--- config.mk ---
export PLATFORM = sky130hd
export DESIGN_NAME = counter_sequencer_flat
export DESIGN_NICKNAME = d
export VERILOG_FILES = /design/src/rtl/counter_sequencer_if.sv /design/src/rtl/counter_sequencer.sv /design/src/flat_wrapper.sv
export SDC_FILE = /design/constraint.sdc
export NUM_CORES = 1
export LEC_CHECK = 0
export CAP_MARGIN = 25
export CORE_MARGIN = 3
export CORE_UTILIZATION = 35
export DETAILED_ROUTE_END_ITERATION = 8
export HOLD_SLACK_MARGIN = 0.05
export PLACE_DENSITY = 0.71
export SETUP_SLACK_MARGIN = 0.4
export SYNTH_ARGS = -nofsm -noshare
export SYNTH_HDL_FRONTEND = slang
export SYNTH_SLANG_ARGS = --single-unit
--- constraint.sdc ---
create_clock -name Phi1 -period 3.91 [get_ports Phi1]
set_input_delay 0.782 -clock Phi1 [delete_from_list [all_inputs] [get_ports Phi1]]
set_output_delay 0.782 -clock Phi1 [all_outputs]
set_load 0.05 [all_outputs]
--- src/rtl/counter_sequencer_if.sv ---
// Control bundle between the top-level FSM (master) and the counter sequencer (slave).
interface counter_sequencer_if;
    logic       start_s1;
    logic       abort_s1;
    logic       ready_s1;
    logic       busy_s1;
    logic       done_s1;
    logic       ctr_reset_s1;
    logic       pix_step_s1;
    logic       kern_step_s1;
    logic       word_step_s1;
    logic       mem_step_s1;
    logic [2:0] pix_idx_s1;
    logic [1:0] kern_idx_s1;
    logic [3:0] row_idx_s1;

    modport master (
        output start_s1, abort_s1, ready_s1,
        input  busy_s1, done_s1, ctr_reset_s1,
        input  pix_step_s1, kern_step_s1, word_step_s1, mem_step_s1,
        input  pix_idx_s1, kern_idx_s1, row_idx_s1
    );

    modport slave (
        input  start_s1, abort_s1, ready_s1,
        output busy_s1, done_s1, ctr_reset_s1,
        output pix_step_s1, kern_step_s1, word_step_s1, mem_step_s1,
        output pix_idx_s1, kern_idx_s1, row_idx_s1
    );
endinterface

--- src/rtl/counter_sequencer.sv ---
// Frame-pass sequencer emitting step enables for the pixel/kernel/wordline/memory ring counters.
// Optional COUNTER_SEQ_AUTORESTART_EN: DONE goes straight to CLEAR when start_s1 is high.
module counter_sequencer #(
    parameter int unsigned PIX_COUNT  = 8,
    parameter int unsigned KERN_COUNT = 3,
    parameter int unsigned ROW_COUNT  = 9
) (
    input  logic                 Phi1,
    input  logic                 Reset_s1,
    counter_sequencer_if.slave   ctl
);
    localparam int unsigned PIX_W  = 3;
    localparam int unsigned KERN_W = 2;
    localparam int unsigned ROW_W  = 4;

    typedef enum logic [1:0] {
        S_IDLE  = 2'd0,
        S_CLEAR = 2'd1,
        S_RUN   = 2'd2,
        S_DONE  = 2'd3
    } state_t;

    state_t             r_state, w_state_nxt;
    logic [PIX_W-1:0]   r_pix_idx, w_pix_nxt;
    logic [KERN_W-1:0]  r_kern_idx, w_kern_nxt;
    logic [ROW_W-1:0]   r_row_idx, w_row_nxt;
    logic               r_busy, r_done, r_ctr_reset;
    logic               w_pix_step, w_kern_step, w_word_step;
    logic               w_pix_last, w_kern_last, w_row_last;

    assign w_pix_last  = (r_pix_idx  == PIX_W'(PIX_COUNT - 1));
    assign w_kern_last = (r_kern_idx == KERN_W'(KERN_COUNT - 1));
    assign w_row_last  = (r_row_idx  == ROW_W'(ROW_COUNT - 1));

    // State register; busy/done/ctr_reset are flopped decodes of the next state.
    always_ff @(posedge Phi1) begin
        if (Reset_s1) begin
            r_state     <= S_IDLE;
            r_pix_idx   <= '0;
            r_kern_idx  <= '0;
            r_row_idx   <= '0;
            r_busy      <= 1'b0;
            r_done      <= 1'b0;
            r_ctr_reset <= 1'b0;
        end else begin
            r_state     <= w_state_nxt;
            r_pix_idx   <= w_pix_nxt;
            r_kern_idx  <= w_kern_nxt;
            r_row_idx   <= w_row_nxt;
            r_busy      <= (w_state_nxt == S_CLEAR) || (w_state_nxt == S_RUN);
            r_done      <= (w_state_nxt == S_DONE);
            r_ctr_reset <= (w_state_nxt == S_CLEAR);
        end
    end

    // Next-state, index advance and zero-latency step enables.
    always_comb begin
        w_state_nxt = r_state;
        w_pix_nxt   = r_pix_idx;
        w_kern_nxt  = r_kern_idx;
        w_row_nxt   = r_row_idx;
        w_pix_step  = 1'b0;
        w_kern_step = 1'b0;
        w_word_step = 1'b0;

        case (r_state)
            S_IDLE: begin
                if (ctl.start_s1) w_state_nxt = S_CLEAR;
            end
            S_CLEAR: begin
                w_state_nxt = ctl.abort_s1 ? S_IDLE : S_RUN;
            end
            S_RUN: begin
                if (ctl.ready_s1) begin
                    w_pix_step = 1'b1;
                    if (w_pix_last) begin
                        w_pix_nxt   = '0;
                        w_kern_step = 1'b1;
                        if (w_kern_last) begin
                            w_kern_nxt  = '0;
                            w_word_step = 1'b1;
                            if (w_row_last) begin
                                w_row_nxt   = '0;
                                w_state_nxt = S_DONE;
                            end else begin
                                w_row_nxt = r_row_idx + ROW_W'(1);
                            end
                        end else begin
                            w_kern_nxt = r_kern_idx + KERN_W'(1);
                        end
                    end else begin
                        w_pix_nxt = r_pix_idx + PIX_W'(1);
                    end
                end
                // Abort overrides completion; steps already issued this cycle still stand.
                if (ctl.abort_s1) w_state_nxt = S_IDLE;
            end
            S_DONE: begin
`ifdef COUNTER_SEQ_AUTORESTART_EN
                w_state_nxt = ctl.start_s1 ? S_CLEAR : S_IDLE;
`else
                w_state_nxt = S_IDLE;
`endif
            end
            default: w_state_nxt = S_IDLE;
        endcase

        if (w_state_nxt == S_CLEAR) begin
            w_pix_nxt  = '0;
            w_kern_nxt = '0;
            w_row_nxt  = '0;
        end
    end

    assign ctl.busy_s1      = r_busy;
    assign ctl.done_s1      = r_done;
    assign ctl.ctr_reset_s1 = r_ctr_reset;
    assign ctl.pix_step_s1  = w_pix_step;
    assign ctl.kern_step_s1 = w_kern_step;
    assign ctl.word_step_s1 = w_word_step;
    assign ctl.mem_step_s1  = w_word_step;
    assign ctl.pix_idx_s1   = r_pix_idx;
    assign ctl.kern_idx_s1  = r_kern_idx;
    assign ctl.row_idx_s1   = r_row_idx;
endmodule

--- src/flat_wrapper.sv ---
// flat-port wrapper written by rule: the top's interface ports become plain ports
module counter_sequencer_flat 
#(
    parameter int unsigned PIX_COUNT  = 8,
    parameter int unsigned KERN_COUNT = 3,
    parameter int unsigned ROW_COUNT  = 9
)
  (Phi1, Reset_s1, ctl_start_s1, ctl_abort_s1, ctl_ready_s1, ctl_busy_s1, ctl_done_s1, ctl_ctr_reset_s1, ctl_pix_step_s1, ctl_kern_step_s1, ctl_word_step_s1, ctl_mem_step_s1, ctl_pix_idx_s1, ctl_kern_idx_s1, ctl_row_idx_s1);
  counter_sequencer_if ctl_i ();
  input  logic Phi1;
  input  logic Reset_s1;
  input wire logic [$bits(ctl_i.start_s1)-1:0] ctl_start_s1;
  input wire logic [$bits(ctl_i.abort_s1)-1:0] ctl_abort_s1;
  input wire logic [$bits(ctl_i.ready_s1)-1:0] ctl_ready_s1;
  output wire logic [$bits(ctl_i.busy_s1)-1:0] ctl_busy_s1;
  output wire logic [$bits(ctl_i.done_s1)-1:0] ctl_done_s1;
  output wire logic [$bits(ctl_i.ctr_reset_s1)-1:0] ctl_ctr_reset_s1;
  output wire logic [$bits(ctl_i.pix_step_s1)-1:0] ctl_pix_step_s1;
  output wire logic [$bits(ctl_i.kern_step_s1)-1:0] ctl_kern_step_s1;
  output wire logic [$bits(ctl_i.word_step_s1)-1:0] ctl_word_step_s1;
  output wire logic [$bits(ctl_i.mem_step_s1)-1:0] ctl_mem_step_s1;
  output wire logic [$bits(ctl_i.pix_idx_s1)-1:0] ctl_pix_idx_s1;
  output wire logic [$bits(ctl_i.kern_idx_s1)-1:0] ctl_kern_idx_s1;
  output wire logic [$bits(ctl_i.row_idx_s1)-1:0] ctl_row_idx_s1;
  assign ctl_i.start_s1 = ctl_start_s1;
  assign ctl_i.abort_s1 = ctl_abort_s1;
  assign ctl_i.ready_s1 = ctl_ready_s1;
  assign ctl_busy_s1 = ctl_i.busy_s1;
  assign ctl_done_s1 = ctl_i.done_s1;
  assign ctl_ctr_reset_s1 = ctl_i.ctr_reset_s1;
  assign ctl_pix_step_s1 = ctl_i.pix_step_s1;
  assign ctl_kern_step_s1 = ctl_i.kern_step_s1;
  assign ctl_word_step_s1 = ctl_i.word_step_s1;
  assign ctl_mem_step_s1 = ctl_i.mem_step_s1;
  assign ctl_pix_idx_s1 = ctl_i.pix_idx_s1;
  assign ctl_kern_idx_s1 = ctl_i.kern_idx_s1;
  assign ctl_row_idx_s1 = ctl_i.row_idx_s1;
  counter_sequencer #(.PIX_COUNT(PIX_COUNT), .KERN_COUNT(KERN_COUNT), .ROW_COUNT(ROW_COUNT)) u_core (.Phi1(Phi1), .Reset_s1(Reset_s1), .ctl(ctl_i));
endmodule
==> results.ini, run 1 <==
[routing]
wl_mm=1.358
vias=583
drt_pass1_iterations=4
drtIter0Drc=5
ant_nets=0
viasPerCell=4.818
drc=0
wl_per_cell_um=11.22

[sta]
period_needed_ps=3355
finalMaxSlewViolations=0
tightest_slew_ps=506.0
post-route-period-util=0.8581
setup_tns_ps=0
final-setup-viol-count=0
max_freq_ghz=0.2981
slew_headroom=0.6616
whs_ps=507.3
worst_slack_ps=554.9
hold_viol_final=0
finClkSkew_ps=1.435
rsz0062_at_grt=no

[placement]
dpl_cell_area_um2=904.6
dpl.hpwl_mm=1.052
pre_cts_slack_ps=544.0
io_buffers=20
gp_congestion=0.7968

[synthesis]
ys.flop_type=dfxtp_1
synth-async-reset-ratio=0
synth_edf_count=0
ys_seq_area_frac=0.4088
syn-num-nets=84
synth.area.top_cells=dfxtp_1 (41%), ha_1 (9.1%), a21oi_1 (5.8%), nand4b_4 (3.5%), nand2_1 (3.3%)
synth_top_cell_by_area=dfxtp_1
synthCells=74
synth_warnings=0
synth_area_um2=685.7
ys_seq_elements=14
avgSynthCellArea_um2=9.266
synth_top_area_frac=0.4088
yosysUniqueCellTypes=30
yosysMostFrequentCell=dfxtp_1
synth_common_cells=dfxtp_1 (14), a21oi_1 (8), nand2_1 (6), nor2_1 (6), ha_1 (5)

[setup_path]
cp.required_ps=3130
slowest_stage=clkdlybuf4s50_1
r2r-start=u_core.ctl.pix_idx_s1[0]
end_kind=output port
cp_cell_sequence=clkdlybuf4s50_1, nand4b_4, nor2_1, clkdlybuf4s50_1
cp_max_fo=9
cp.arrival_ps=2570
r2r_setup_slack_ps=1740
cp-start-kind=primary input
max_stage_delay_ps=830
worst-setup-path-type=in -> out
crit_top_cell=clkdlybuf4s50_1
worstRegToRegCells=10
r2r_end=u_core.ctl.row_idx_s1[3]

[finish]
layout.nets=107
post_route_cells_drive_above_1_share=0.09375
syn_to_final_growth_pct=37.23
diodes=0
final_area_um2=940.9
fillers=159
postLayoutCoreUtil=0.5277

[clocking]
path_clk_slew_ps=90
cts_setup_buffers=0
clock-root-buffer=clkbuf_4
cts_sinks=14
htree_levels=1
cts_hold_buf=0
clockBufferDepth=2
cts_tree=yes
cts_resized=0
numCtsBuffers=3
clk_latency_ps=270

[floorplan]
row_count=15
die_area_um2=2526
coreArea_um2=1783
io_pins=21
die_w_um=50.26
start_util=0.3846
die_h_um=50.26

[global_routing]
grt_max_degree=10
antenna_found_initial=0
overflow=0
grt_usage=0.1221
grt_pass1_vias=529
grt_pass1_wl_mm=2.428

[hold_path]
worstHoldStart=u_core.ctl.pix_idx_s1[0]
hold_class=reg -> reg
hold_depth=2
min_to=u_core.ctl.pix_idx_s1[0]

[pwr]
power.density_nw_per_um2=296.5
irDropWorstVdd_v=0.0001361
p_leak_nw=0.4036

[flow_run]
maxCapViolCount=0

[outcome]
status=complete, no violations

## sequential cells by signal (all words and copies together), names as in the netlist
name                     cells
u_core.ctl.busy_s1           1
u_core.ctl.kern_idx_s1       2
u_core.r_state               2
u_core.ctl.row_idx_s1        4
u_core.ctl.ctr_reset_s1      1
u_core.ctl.pix_idx_s1        3
u_core.ctl.done_s1           1
## logic make-up after synthesis
logic type | Yosys count | share of synthesized area
compound gates | 15 | 0.1387
simple gates | 30 | 0.2737
mux | 2 | 0.02920
flops | 14 | 0.4088
xor+xnor | 1 | 0.01278
fa+ha+maj | 5 | 0.09124
buf+inv | 7 | 0.04561
## critical path: cells and delay by family
family,cells,cell delay [ps]
and+or+nand+nor,2,410
buffers and inverters,2,1380
## through the flow
| stage | instances | total power [mW] |
|---|---|---|
| global placement | 117 | 0.1797 |
| CTS | 121 | 0.2811 |
| floorplan | 74 | 0.1684 |
| finish | 121 | 0.2790 |
| detailed placement | 117 | 0.1800 |
| global route | 121 | 0.2907 |
## cells in the final DEF, fill, tap and decap left out, types with 2 or more instances in the layout
cell	instances
inv_1	4
nand2_1	6
nand3_1	2
nand2b_1	3
clkbuf_4	3
dfxtp_1	14
clkdlybuf4s50_1	20
nor2_1	6
o21ai_0	2
mux2i_1	2
a21oi_1	8
or3_1	2
ha_1	5
nor2b_1	2
## cell type report
| cell class | instances | area (um2) | share of cell area |
|---|---|---|---|
| Multi-Input combinational cell | 53 | 374.1 | 0.3976 |
| Sequential cell | 14 | 280.3 | 0.2979 |
| Timing Repair Buffer | 20 | 200.2 | 0.2128 |
| Clock buffer | 4 | 36.28 | 0.03856 |
| Tap cell | 25 | 31.28 | 0.03324 |
| Inverter | 5 | 18.77 | 0.01995 |
## how the worst max path moves through the flow
stage | startpoint | to | depth (start not counted) | slack, ps
after global placement | ctl_ready_s1 | ctl_word_step_s1 | 4 | 580
after global routing | ctl_ready_s1 | ctl_mem_step_s1 | 4 | 450
after CTS | ctl_ready_s1 | ctl_mem_step_s1 | 4 | 540
final | ctl_ready_s1 | ctl_mem_step_s1 | 4 | 550
after floorplan | u_core.ctl.pix_idx_s1[0] | ctl_word_step_s1 | 5 | 820
after detailed placement | ctl_ready_s1 | ctl_mem_step_s1 | 4 | 540
## where the power goes
group          internal [mW]  total (mW)  leakage (nW)  switching, mW
clock network         0.0565       0.103        0.0210         0.0461
registers              0.145       0.147         0.114        0.00197
logic                 0.0121      0.0290         0.269         0.0169
## per-layer routing
metal / global-route usage / routed length (um) / vias up
li1: - / - / 304
met1: 0.1694 / 660 / 261
met2: 0.1848 / 604 / 16
met3: 0.02671 / 78 / 2
met4: 0.04147 / 14 / 0
met5: 0 / 0 / -
(Power assumes the default switching activity.)
==> run 2, diff against run 1 <==
--- a/config.mk
+++ b/config.mk
@@ -6,10 +6,11 @@
 export NUM_CORES = 1
 export LEC_CHECK = 0
+export ABC_AREA = 1
 export CAP_MARGIN = 25
 export CORE_MARGIN = 3
-export CORE_UTILIZATION = 35
+export CORE_UTILIZATION = 49
 export DETAILED_ROUTE_END_ITERATION = 8
 export HOLD_SLACK_MARGIN = 0.05
-export PLACE_DENSITY = 0.71
+export PLACE_DENSITY = 0.89
 export SETUP_SLACK_MARGIN = 0.4
 export SYNTH_ARGS = -nofsm -noshare
==> constraint.sdc (replaced) <==
create_clock -name Phi1 -period 3.91 [get_ports Phi1]
set_input_delay 0.5865 -clock Phi1 [delete_from_list [all_inputs] [get_ports Phi1]]
set_output_delay 0.5865 -clock Phi1 [all_outputs]
set_load 0.05 [all_outputs]
==> results.ini, run 2 <==
[global_routing]
grt_max_degree=9  ; -1
antenna_found_initial=0  ; unchanged
grt_pass1_vias=594  ; +12%
grt_usage=0.1649  ; +0.04279
overflow=0  ; unchanged
grt_pass1_wl_mm=2.428  ; unchanged

[synthesis]
avgSynthCellArea_um2=7.544  ; -19%
synth-async-reset-ratio=0  ; unchanged
synthCells=101  ; +36%
yosysMostFrequentCell=nand2_1
ys.flop_type=dfxtp_1
synth_area_um2=762.0  ; +11%
synth_warnings=0  ; unchanged
synth_edf_count=0  ; unchanged
ys_seq_elements=14  ; unchanged
synth_top_cell_by_area=dfxtp_1
ys_seq_area_frac=0.3678  ; -0.04094
synth_common_cells=nand2_1 (25), inv_1 (17), dfxtp_1 (14)
syn-num-nets=111  ; +32%
yosysUniqueCellTypes=21  ; -30%
synth_top_area_frac=0.3678  ; -0.04094
synth.area.top_cells=dfxtp_1 (37%), nand2_1 (12%), inv_1 (8.4%), ha_1 (8.2%), nor2_1 (5.4%)

[sta]
rsz0062_at_grt=no
period_needed_ps=2882  ; -472.6 ps
hold_viol_final=0  ; unchanged
setup_tns_ps=0  ; unchanged
finClkSkew_ps=2.201  ; +0.7655 ps
final-setup-viol-count=0  ; unchanged
post-route-period-util=0.7372  ; -0.1209
whs_ps=494.4  ; -12.97 ps
finalMaxSlewViolations=0  ; unchanged
tightest_slew_ps=504.2  ; -1.785 ps
max_freq_ghz=0.3469  ; +16%
slew_headroom=0.6628  ; +0.001194

[routing]
wl_mm=1.417  ; +4.3%
drtIter0Drc=8  ; +3
ant_nets=0  ; unchanged
wl_per_cell_um=10.19  ; -9.2%
drt_pass1_iterations=5  ; +1
drc=0  ; unchanged
viasPerCell=4.842  ; +0.49%
vias=673  ; +15%

[clocking]
cts_sinks=14  ; unchanged
path_clk_slew_ps=80  ; about the same
cts_resized=0  ; unchanged
htree_levels=1  ; unchanged
cts_setup_buffers=0  ; unchanged
cts_tree=yes
clockBufferDepth=2  ; unchanged
clock-root-buffer=clkbuf_4
cts_hold_buf=0  ; unchanged
numCtsBuffers=3  ; unchanged
clk_latency_ps=280  ; about the same

[flow_run]
maxCapViolCount=0  ; unchanged

[setup_path]
worst-setup-path-type=in -> out
r2r-start=u_core.ctl.pix_idx_s1[0]
cp_max_fo=6  ; -3
end_kind=output port
cp_cell_sequence=clkdlybuf4s50_1, nand3_4, nor2_8, clkdlybuf4s50_1
crit_top_cell=clkdlybuf4s50_1
slowest_stage=clkdlybuf4s50_1
cp.required_ps=3320  ; +190 ps
startpoint=ctl_ready_s1
crit_buf_inv=2  ; unchanged
max_stage_delay_ps=810  ; -20 ps
crit_family=buffers and inverters
cp-start-kind=primary input
cp.arrival_ps=2300  ; -270 ps

[finish]
layout.nets=135  ; +26%
post_route_cells_drive_above_1_share=0.1290  ; +0.03528
mostFrequentLayoutCell=nand2_1
largest_reg_flops=4  ; unchanged
diodes=0  ; unchanged
syn_to_final_growth_pct=32.51
final_cell_mix=nand2_1 (25), clkdlybuf4s50_1 (20), inv_1 (17)

[pwr]
p_leak_nw=0.4630  ; +15%
irDropWorstVdd_v=0.0001720  ; +26%
power.density_nw_per_um2=280.1  ; -5.5%

[placement]
dpl.hpwl_mm=1.135  ; +7.9%
gp_congestion=0.7684  ; -3.6%
io_buffers=20  ; unchanged

[floorplan]
row_count=13  ; -2
die_w_um=45.44  ; -9.6%
die_h_um=45.44  ; -9.6%
io_pins=21  ; unchanged
die_area_um2=2064  ; -18%
start_util=0.5511  ; +0.1666
coreArea_um2=1383  ; -22%

[hold_path]
hold_class=reg -> reg
worstHoldStart=u_core.ctl.pix_idx_s1[1]

[outcome]
status=complete, no violations

-- run 2: cell count changes after synthesis, sizes merged, moves of 3 or more --
cell	before	now
nand2	6	28
inv	5	18
nor2	6	16
nand3	3	7
nand2b	3	0
-- run 2: kinds of logic after synthesis --
family / synth area share
AOI/OAI and AO/OA: 0.06403
adders and majority gates: 0.08210
xor gates and xnor gates: 0.01150
and+or+nand+nor: 0.3760
DFF: 0.3678
buffers and inverters: 0.09852
-- run 2: worst min-delay path, stage by stage (launching register included) --
cell and delay, ps:
dfxtp_1 330, nand2_1 60, a21oi_1 50
-- run 2: path summary, 6_finish.rpt --
check | to | slack (ps) | cells after the start
worst max-delay path | ctl_mem_step_s1 | 1030 | 4
worst min-delay path | u_core.ctl.pix_idx_s1[1] | 490 | 2
worst max register to register | u_core.ctl.row_idx_s1[1] | 1930 | 12
worst min register to register | u_core.ctl.pix_idx_s1[1] | 490 | 2
-- run 2: final cells by class --
cell class,count,area [um2]
Sequential cell,14,280.3
Multi-Input combinational cell,68,406.6
Timing Repair Buffer,20,200.2
Inverter,18,67.56
Tap cell,15,18.77
Fill cell,118,372.9
Clock buffer,4,36.28
-- run 2: metal layers --
metal / global-route usage / share of wire
met2: 0.2730 / 0.47
met1: 0.2010 / 0.45
met5: 0 / 0
met4: 0.08772 / 0.021
met3: 0.02767 / 0.056
-- run 2: per-stage QoR --
step / cell area, um2 / worst slack, ps / utilization / std cells / power, mW
floorplan: 762.0 / 1616 / - / 101 / 0.1704
global placement: 973.4 / 1042 / 0.7041 / 135 / 0.1814
detailed placement: 973.4 / 1027 / 0.7041 / 135 / 0.1818
CTS: 1010 / 1027 / 0.7303 / 139 / 0.2849
global route: 1010 / 979.4 / 0.7303 / 139 / 0.2912
finish: 1010 / 1028 / 0.7303 / 139 / 0.2828
-- run 2: power by group --
part	internal [mW]	switching [mW]	total, mW
clock network	0.0566	0.0478	0.104
logic	0.0112	0.0201	0.0313
registers	0.145	0.00167	0.147
total	0.213	0.0696	0.283
==> run 3, diff against run 2 <==
- CORE_UTILIZATION: 49 -> 41
- PLACE_DENSITY: 0.89 -> 0.81
- clock period: 3.91 -> 2.39 ns (I/O delays scaled with it)
==> results.ini, run 3 (synthesized netlist as in run 2, its figures left out) <==
[outcome]
status=complete, no violations

[clocking]
cts_sinks=14  ; unchanged
htree_levels=1  ; unchanged
clock-root-buffer=clkbuf_4
cts_tree=yes
path_clk_slew_ps=80  ; about the same
numCtsBuffers=3  ; unchanged
clockBufferDepth=2  ; unchanged
clk_latency_ps=270  ; about the same

[routing]
ant_nets=0  ; unchanged
vias=684  ; +1.6%
drt-met1-wl_um=696  ; +9.6%
dr.max_layer_used=met3
drc=0  ; unchanged
routed-wl-met2_um=769  ; +15%
drt_pass1_iterations=4  ; -1
viasPerCell=4.622  ; -4.5%
wl_per_cell_um=10.43  ; +2.3%
drtIter0Drc=12  ; +4
wl_mm=1.543  ; +8.9%
dr_wl_met3_um=77  ; -2.5%

[pwr]
p_leak_nw=0.4815  ; +4.0%
power.density_nw_per_um2=423.0  ; +51%
irDropWorstVdd_v=0.0004522  ; +160%
power_mw=0.4573  ; +62%

[placement]
gp_congestion=0.7535  ; -1.9%
pre_cts_slack_ps=337.2  ; -690.2 ps
dpl.hpwl_mm=1.209  ; +6.5%
io_buffers=20  ; unchanged
dp.cells=144  ; +6.7%

[setup_path]
r2r-start=u_core.ctl.pix_idx_s1[0]
slowest_stage=clkdlybuf4s50_1
cp_cell_sequence=clkdlybuf4s50_1
cp.arrival_ps=1580  ; -720 ps
worst-setup-path-type=reg -> out
cp-start-kind=register
r2r_setup_slack_ps=560  ; -1370 ps
cp_max_fo=5  ; -1
end_kind=output port
cp.required_ps=2030  ; -1290 ps
crit_buf_inv=1  ; -1
max_stage_delay_ps=850  ; +40 ps
worstRegToRegCells=12  ; unchanged
r2r_end=u_core.ctl.row_idx_s1[3]
crit_family=buffers and inverters

[finish]
syn_to_final_growth_pct=41.87
fillers=142  ; +20%
final_cell_mix=nand2_1 (24), inv_1 (17), clkdlybuf4s50_1 (16)
layout.nets=135  ; unchanged
post_route_cells_drive_above_1_share=0.2177  ; +0.08871
largest_reg_flops=4  ; unchanged
postLayoutCoreUtil=0.6636  ; -0.06672
finalNonFillerCells=148  ; +6.5%
mostFrequentLayoutCell=nand2_1
diodes=0  ; unchanged

[floorplan]
coreArea_um2=1629  ; +18%
io_pins=21  ; unchanged
die_h_um=49.11  ; +8.1%
die_area_um2=2412  ; +17%
die_w_um=49.11  ; +8.1%
start_util=0.4677  ; -0.08339
row_count=14  ; +1

[sta]
final-setup-viol-count=0  ; unchanged
max_freq_ghz=0.5167
finClkSkew_ps=2.870  ; +0.6695 ps
period_needed_ps=1936
slew_headroom=0.6641  ; +0.001247
setup_tns_ps=0  ; unchanged
finalMaxSlewViolations=0  ; unchanged
rsz0062_at_grt=no
hold_viol_final=0  ; unchanged
tightest_slew_ps=502.3  ; -1.865 ps
worst_slack_ps=454.5  ; -573.1 ps
post-route-period-util=0.8098

[global_routing]
overflow=0  ; unchanged
grt_pass1_wl_mm=2.628  ; +8.2%
grt_usage=0.1357  ; -0.02924
antenna_found_initial=0  ; unchanged
grt_max_degree=9  ; unchanged
grt_pass1_vias=615  ; +3.5%

[hold_path]
worstHoldStart=u_core.ctl.pix_idx_s1[1]
hold_class=reg -> reg
min_to=u_core.ctl.pix_idx_s1[1]
hold_depth=2  ; unchanged

[flow_run]
maxCapViolCount=0  ; unchanged

==> run 3: cell types whose count changed in the layout (fill, tap and decap cells not counted) <==
cell	change
ha_2	+1
nand2_1	-1
ha_1	-1
nand3_1	-1
nand3_2	+1
buf_12	+4
clkdlybuf4s50_1	-4
nor2_4	+1
dfxtp_2	+4
dfxtp_1	-4
nor2_2	-1
nand2_2	+1
==> run 3: layer usage <==
metal / up-vias / track usage
met5: - / 0
met4: 0 / 0.04265
met1: 307 / 0.1661
met3: 0 / 0.02141
met2: 19 / 0.2388
li1: 358 / -
==> run 3: final cells by class <==
| cell class | count | area [um2] | share of cell area |
|---|---|---|---|
| clock buffer | 4 | 36.28 | 0.03356 |
| inverter | 18 | 67.56 | 0.06250 |
| multi-input combinational | 68 | 421.7 | 0.3900 |
| sequential | 14 | 285.3 | 0.2639 |
| tap | 24 | 30.03 | 0.02778 |
| timing repair buffer | 20 | 240.2 | 0.2222 |
==> run 3: metrics by stage <==
stage	hold WS, ps	instance area [um2]
6_report	484.7	1081
3_5_place_dp	472.2	1030
5_1_grt	513.5	1081
3_3_place_gp	466.1	1030
2_1_floorplan	425.2	767.0
4_1_cts	484.2	1069
==> run 3: worst max path at each step <==
| stage | from | end | slack [ps] | depth (start not counted) |
|---|---|---|---|---|
| after floorplan | u_core.ctl.pix_idx_s1[0] | u_core.ctl.row_idx_s1[3] | 420 | 12 |
| after global placement | ctl_ready_s1 | u_core.ctl.row_idx_s1[3] | 440 | 11 |
| after detailed placement | ctl_ready_s1 | u_core.ctl.row_idx_s1[3] | 340 | 11 |
| after CTS | u_core.ctl.kern_idx_s1[1] | ctl_kern_idx_s1[1] | 480 | 1 |
| after global routing | u_core.ctl.pix_idx_s1[0] | u_core.ctl.row_idx_s1[3] | 400 | 12 |
| final | u_core.ctl.kern_idx_s1[0] | ctl_kern_idx_s1[0] | 450 | 1 |
==> run 3: timing repair <==
action | CTS | global route
buffers inserted | 0 | 0
hold buffers | 0 | 0
setup endpoints to repair | 1 | 4
resized for setup | 1 | 3
==> run 3: power breakdown <==
| group | switching, mW | total, mW | leakage (nW) | internal [mW] |
|---|---|---|---|---|
| combinational | 0.0344 | 0.0536 | 0.345 | 0.0193 |
| clock | 0.0704 | 0.163 | 0.0210 | 0.0924 |
| sequential | 0.00306 | 0.241 | 0.116 | 0.238 |
